[config.mk]
export PLATFORM = sky130hd
export DESIGN_NAME = weight_loader
export DESIGN_NICKNAME = d
export VERILOG_FILES = /design/src/rtl/weight_loader_pkg.sv /design/src/rtl/weight_addr_gen.sv /design/src/rtl/weight_loader.sv
export SDC_FILE = /design/constraint.sdc
export NUM_CORES = 1
export LEC_CHECK = 0
export ABC_CLOCK_PERIOD_IN_PS = 4300
export BUFFER_PORTS_ARGS = -buffer_cell sky130_fd_sc_hd__buf_2
export CAP_MARGIN = 15
export CORE_AREA = 2 2 469 471
export CTS_CLUSTER_SIZE = 20
export DETAILED_ROUTE_END_ITERATION = 12
export DIE_AREA = 0 0 471 473
export PLACE_DENSITY = 0.37
export REMOVE_ABC_BUFFERS = 1
export SLEW_MARGIN = 30
export SYNTH_ARGS = -nofsm -noshare
export SYNTH_HDL_FRONTEND = slang
export SYNTH_HIERARCHICAL = 1
export SYNTH_SLANG_ARGS = --single-unit
[constraint.sdc]
create_clock -name clk -period 4.3 [get_ports clk]
set_clock_uncertainty 0.05 [all_clocks]
set_input_delay 0.43 -clock clk [delete_from_list [all_inputs] [get_ports clk]]
set_output_delay 0.43 -clock clk [all_outputs]
set_load 0.01 [all_outputs]
[src/rtl/weight_loader_pkg.sv]
// Shared constants and elaboration helpers for the weight loader.
package weight_loader_pkg;

  localparam logic [1:0] ST_IDLE  = 2'd0;
  localparam logic [1:0] ST_RUN   = 2'd1;
  localparam logic [1:0] ST_DRAIN = 2'd2;

  localparam logic MODE_SEQ   = 1'b0;
  localparam logic MODE_BCAST = 1'b1;

  // Number of bits needed to hold value (minimum 1).
  function automatic int clogb2(input int value);
    int n;
    n = 1;
    for (int i = 0; i < 31; i++) begin
      if (value >= (1 << i)) n = i + 1;
    end
    return n;
  endfunction

  function automatic int beat_width(input int data_len, input int lanes);
    return data_len * lanes;
  endfunction

  function automatic int group_count(input int buffer_num, input int lanes);
    return buffer_num / lanes;
  endfunction

endpackage

[src/rtl/weight_addr_gen.sv]
// Tap/weight/group counters producing the bank address and group of the beat being written.
module weight_addr_gen
  import weight_loader_pkg::*;
#(
  parameter int ADDR_LEN   = 16,
  parameter int SINGLE_LEN = 24,
  parameter int TAP_W      = 4,
  parameter int GRP_W      = 3
) (
  input  logic                  clk,
  input  logic                  rst,
  input  logic                  load,
  input  logic                  step,
  input  logic [ADDR_LEN-1:0]   base,
  input  logic [TAP_W-1:0]      taps,
  input  logic [SINGLE_LEN-1:0] wnum,
  input  logic [GRP_W-1:0]      last_group,
  output logic [ADDR_LEN-1:0]   addr,
  output logic [GRP_W-1:0]      group,
  output logic                  last
);

  logic [ADDR_LEN-1:0]   base_r;
  logic [TAP_W-1:0]      taps_r;
  logic [SINGLE_LEN-1:0] wnum_r;
  logic [GRP_W-1:0]      last_group_r;
  logic [TAP_W-1:0]      tap_cnt;
  logic [SINGLE_LEN-1:0] w_cnt;
  logic                  tap_end;
  logic                  w_end;

  assign tap_end = (tap_cnt == taps_r - TAP_W'(1));
  assign w_end   = (w_cnt == wnum_r - SINGLE_LEN'(1));
  assign last    = tap_end && w_end && (group == last_group_r);

  always_ff @(posedge clk or posedge rst) begin
    if (rst) begin
      base_r       <= '0;
      taps_r       <= '0;
      wnum_r       <= '0;
      last_group_r <= '0;
      tap_cnt      <= '0;
      w_cnt        <= '0;
      group        <= '0;
      addr         <= '0;
    end else if (load) begin
      base_r       <= base;
      taps_r       <= taps;
      wnum_r       <= wnum;
      last_group_r <= last_group;
      tap_cnt      <= '0;
      w_cnt        <= '0;
      group        <= '0;
      addr         <= base;
    end else if (step) begin
      // Each group restarts at the base address; addresses wrap naturally.
      if (tap_end && w_end) begin
        tap_cnt <= '0;
        w_cnt   <= '0;
        group   <= group + GRP_W'(1);
        addr    <= base_r;
      end else begin
        addr <= addr + ADDR_LEN'(1);
        if (tap_end) begin
          tap_cnt <= '0;
          w_cnt   <= w_cnt + SINGLE_LEN'(1);
        end else begin
          tap_cnt <= tap_cnt + TAP_W'(1);
        end
      end
    end
  end

endmodule

[src/rtl/weight_loader.sv]
// Streams convolution weights from the DDR read FIFO into the weight-buffer bank array.
// One-cycle write latency per popped beat; pops only while the FIFO is non-empty.
module weight_loader
  import weight_loader_pkg::*;
#(
  parameter int DATA_LEN     = 64,
  parameter int LANES        = 8,
  parameter int BUFFER_NUM   = 32,
  parameter int ADDR_LEN     = 16,
  parameter int DDR_ADDR_LEN = 32,
  parameter int SINGLE_LEN   = 24,
  parameter int MAX_TAPS     = 9,
  localparam int TAP_W       = clogb2(MAX_TAPS),
  localparam int BEAT_W      = beat_width(DATA_LEN, LANES)
) (
  input  logic                    clk,
  input  logic                    rst,
  input  logic                    conf,
  input  logic                    mode,
  input  logic [TAP_W-1:0]        taps,
  input  logic [SINGLE_LEN-1:0]   weight_num,
  input  logic [DDR_ADDR_LEN-1:0] ddr_st_addr,
  input  logic [ADDR_LEN-1:0]     wb_st_addr,
  input  logic                    abort,
  output logic [DDR_ADDR_LEN-1:0] ddr_st_addr_out,
  output logic [SINGLE_LEN-1:0]   ddr_len,
  output logic                    ddr_conf,
  input  logic                    ddr_fifo_empty,
  output logic                    ddr_fifo_req,
  input  logic [BEAT_W-1:0]       ddr_fifo_data,
  output logic [ADDR_LEN-1:0]     wb_addr,
  output logic [BEAT_W-1:0]       wb_data,
  output logic [BUFFER_NUM-1:0]   wb_wea,
  output logic                    idle,
  output logic                    done,
  output logic                    conf_err
);

  localparam int GROUPS = group_count(BUFFER_NUM, LANES);
  localparam int GRP_W  = clogb2(GROUPS);
  localparam int CNT_W  = SINGLE_LEN + TAP_W + GRP_W;

  logic [1:0]            state;
  logic                  mode_r;
  logic [CNT_W-1:0]      total_r;
  logic [CNT_W-1:0]      issued;
  logic [CNT_W-1:0]      total_n;
  logic                  wr_vld;
  logic                  wr;
  logic                  fields_ok;
  logic                  start;
  logic [GRP_W-1:0]      group;
  logic                  last_beat;
  logic [BUFFER_NUM-1:0] grp_mask;

  assign fields_ok = (taps != '0) && (int'(taps) <= MAX_TAPS) && (weight_num != '0);
  assign start     = (state == ST_IDLE) && conf && fields_ok;
  assign idle      = (state == ST_IDLE);

  always_comb begin
    total_n = CNT_W'(weight_num) * CNT_W'(taps);
    if (mode == MODE_SEQ) total_n = total_n * CNT_W'(GROUPS);
  end

  assign ddr_fifo_req = (state == ST_RUN) && !ddr_fifo_empty && (issued < total_r) && !abort;

  // The beat popped last cycle is on the FIFO output now; abort discards it.
  assign wr = wr_vld && !abort;

  always_comb begin
    grp_mask = '1;
    if (mode_r == MODE_SEQ) grp_mask = BUFFER_NUM'({LANES{1'b1}}) << (int'(group) * LANES);
  end

  assign wb_wea  = wr ? grp_mask : '0;
  assign wb_data = wr ? ddr_fifo_data : '0;

  weight_addr_gen #(
    .ADDR_LEN  (ADDR_LEN),
    .SINGLE_LEN(SINGLE_LEN),
    .TAP_W     (TAP_W),
    .GRP_W     (GRP_W)
  ) u_addr_gen (
    .clk       (clk),
    .rst       (rst),
    .load      (start),
    .step      (wr),
    .base      (wb_st_addr),
    .taps      (taps),
    .wnum      (weight_num),
    .last_group((mode == MODE_BCAST) ? GRP_W'(0) : GRP_W'(GROUPS - 1)),
    .addr      (wb_addr),
    .group     (group),
    .last      (last_beat)
  );

  always_ff @(posedge clk or posedge rst) begin
    if (rst) begin
      state           <= ST_IDLE;
      mode_r          <= MODE_SEQ;
      total_r         <= '0;
      issued          <= '0;
      wr_vld          <= 1'b0;
      ddr_conf        <= 1'b0;
      ddr_len         <= '0;
      ddr_st_addr_out <= '0;
      done            <= 1'b0;
      conf_err        <= 1'b0;
    end else begin
      ddr_conf <= 1'b0;
      done     <= 1'b0;
      conf_err <= conf && !start;
      wr_vld   <= ddr_fifo_req;
      if (ddr_fifo_req) issued <= issued + CNT_W'(1);
      case (state)
        ST_IDLE: begin
          if (start) begin
            state           <= ST_RUN;
            mode_r          <= mode;
            total_r         <= total_n;
            issued          <= '0;
            ddr_conf        <= 1'b1;
            ddr_st_addr_out <= ddr_st_addr;
            ddr_len         <= SINGLE_LEN'(total_n * CNT_W'(BEAT_W / 8));
          end
        end
        ST_RUN: begin
          if (abort) state <= ST_IDLE;
          else if (ddr_fifo_req && (issued == total_r - CNT_W'(1))) state <= ST_DRAIN;
        end
        ST_DRAIN: begin
          if (abort) begin
            state <= ST_IDLE;
          end else if (wr && last_beat) begin
            state <= ST_IDLE;
            done  <= 1'b1;
          end
        end
        default: state <= ST_IDLE;
      endcase
    end
  end

endmodule

==> results.md <==
* Run status: completed
* Final nets at 4170
* Area contributors post-synth: dfrtp_1 (27%), and2_1 (20%), nand2_1 (4.9%)
* Skew-Pair Late Insertion Delay at 0.56 ns
* Post-Syn Instances at 2281
* CTS Sinks at 194
* Post-Layout Inst Area at 29600 um2
* Post-layout util at 13.5%
* Vias in the first global route at 21316
* Critical register-to-register path endpoint: issued[28]
* CTS buffer count at 17
* Synth warnings at 6
* Worst Setup End Kind: flop
* Synth top cells by count: and2_1 (584), nand2_1 (236), dfrtp_1 (194)
* Overflow after GRT at 0
* Hold Path Stages at 2
* Die area at 223000 um2
* Via count of the routed design at 23517
* Crit start category: primary input
* CTS tree: done
* Post-route ant nets at 0
* Peak VDD IR at 374 uV
* Final min period at 3.89 ns
* Pwr dens at 288 nW/um2
* Routed vias/inst at 3.53
* Ys async rst share at 100%
* H-tree levels at 4
* Clock-pin slew of the registers on the worst-case setup and hold paths at 0.09 ns
* Yosys top cell area share at 26.6%
* Top-count cell post-synth: and2_1
* Synthesized cell area at 18300 um2
* Hold worst-path end: u_addr_gen/base_r[6]
* Sequential cell area fraction in the yosys report at 26.6%
* Final Hold Fails at 0
* Placement Cell Area at 27800 um2
* DRC at 0
* Reg2reg path depth at 11
* Worst hold path type: in -> reg
* RSZ-0062 raised after global routing: false
* Worst Tran Pin Value at 0.973 ns
* Setup CP Type: in -> reg
* Port Buf Inserts at 1208
* Core area at 218000 um2
* Setup TNS at 0 ns
* Count of cell types in the netlist at 77
* Area leader, netlist: dfrtp_1
* # setup viols final at 0
* Lkg Pwr at 14.8 nW
* DRT iter0 DRCs at 1464
* Worst slew margin at 34.9%
* Syn_area_per_cell at 8.00 um2
* Cell row count at 172
* Largest net degree at the start of global routing at 135
* CTS max path bufs at 2
* Worst r2r src: ddr_len[19]
* CP required at 4.65 ns
* Post-synth EDFFs at 0
* CP arrival at 4.24 ns
* Crit-path max FO at 15
* Synth Flop Type: dfrtp_1
* Gr usage total at 22.6%
* Die W at 471 um
* Max-cap violations at 0
* Per-cell routed wire length at 39.2 um
* Area added between synthesis and finish at 61.9%
* Layout cells sized above 1 at 40.4%
* Final period util at 90.5%
* I/O pin count at 1215
* R2R setup slack at 0.58 ns
* Seq cells post-synth at 194
* Maximum clock rate at 0.257 GHz
* Hold path startpoint: wb_st_addr[6]
* Post-DP HPWL at 243 mm
* Max Slew Vio Count at 0
* GP Congestion at 0.983
* CTS Root Cell: clkbuf_16
* Initial core utilization at 8.36%
* Die Y at 473 um
* Pre-Repair DR Iteration Count at 5
* Min Hold Slack at 0.0592 ns
* First-pass GRT wire length at 307 mm
* Wirelength, routed at 261 mm
* Initial antenna violation count at 320
[flip-flops by register name (all words and copies together), names as in the netlist, 13 cells and up]
signal and cells:
ddr_len 17, ddr_st_addr_out 32, issued 31, total_r 13, u_addr_gen/addr 16, u_addr_gen/base_r 16
u_addr_gen/w_cnt 24, u_addr_gen/wnum_r 24
[through the flow]
stage	cells	setup slack, ns	total power (W)
finish	6669	0.410	0.00852
global route	6574	0.0564	0.00906
detailed placement	6283	-0.213	0.00668
floorplan	2118	-5.03	0.00455
global placement	6282	-0.200	0.00666
CTS	6345	0.00509	0.00862
[timing repair]
action	CTS	global route
endpoints found under the setup margin	0	1
buffers inserted	0	1
endpoints found under the hold margin	64	0
hold buffers	30	0
resized for setup	0	1
[layout by cell type (no fill, tap or decap), drive strengths merged, types with 24 or more instances in the layout]
| master | n |
|---|---|
| ha | 70 |
| buf | 1295 |
| a22oi | 24 |
| xor2 | 59 |
| nand3 | 52 |
| inv | 152 |
| a21oi | 62 |
| dfrtp | 194 |
| nor4 | 24 |
| and2 | 584 |
| dlygate4sd3 | 30 |
| xnor2 | 95 |
| nor3 | 47 |
| o21ai | 72 |
| fa | 44 |
| nor2 | 109 |
| mux2 | 42 |
| diode | 323 |
| nand2 | 236 |
[cells by family after synthesis]
| group | Yosys count | share of synthesized area [%] |
|---|---|---|
| flip-flops | 194 | 26.6 |
| adder cells (fa/ha/maj) | 114 | 9.62 |
| AND/OR/NAND/NOR | 1171 | 35.6 |
| AO/OA/AOI/OAI | 266 | 9.20 |
| buffers and inverters | 316 | 7.69 |
| other | 1 | 0.0205 |
| XOR/XNOR | 154 | 7.39 |
| multiplexers | 65 | 3.85 |
[where the power goes]
part	internal, W	switching (W)	total (W)
registers	0.00218	0.000531	0.00271
clock network	0.000839	0.00101	0.00185
logic	0.00158	0.00238	0.00397
total	0.00460	0.00392	0.00852
[routing by layer]
| layer | vias to the layer above | routed length (um) | GRT usage, % |
|---|---|---|---|
| li1 | 10122 | - | - |
| met2 | 1468 | 124000 | 37.3 |
| met5 | - | 752 | 0 |
| met1 | 11226 | 98800 | 25.1 |
| met3 | 585 | 24500 | 9.15 |
| met4 | 116 | 13600 | 11.1 |
[critical path, cell delays in order]
cell      delay [ns]
buf_2           0.32
nand2_1         0.14
fa_1            0.51
fa_1            0.61
inv_1           0.06
ha_1            0.30
a211oi_1        0.33
o211ai_1        0.18
nand3b_1        0.17
a21oi_1         0.13
o211ai_1        0.28
a21oi_1         0.12
or3_1           0.39
a21oi_1         0.18
a221oi_1        0.06
[worst max-delay path by stage]
stage	slack, ns	start	cells past startpoint	end
6_report	0.41	taps[2]	15	total_r[27]
3_5_place_dp	-0.21	taps[2]	15	total_r[27]
4_1_cts	0.005	total_r[29]	11	ddr_fifo_req
3_3_place_gp	-0.20	taps[2]	15	total_r[27]
2_1_floorplan	-5.03	weight_num[18]	10	u_addr_gen/w_cnt[14]
5_1_grt	0.06	taps[2]	15	total_r[27]
[area by class of cell]
class / count / area [um2]
Timing Repair Buffer: 1325 / 7080
Sequential cell: 194 / 4850
Clock buffer: 18 / 429
Inverter: 147 / 571
Fill cell: 25539 / 189000
Tap cell: 2871 / 3590
Multi-Input combinational cell: 1777 / 12000
Antenna cell: 323 / 808
Clock inverter: 14 / 185
(Power assumes the default switching activity.)
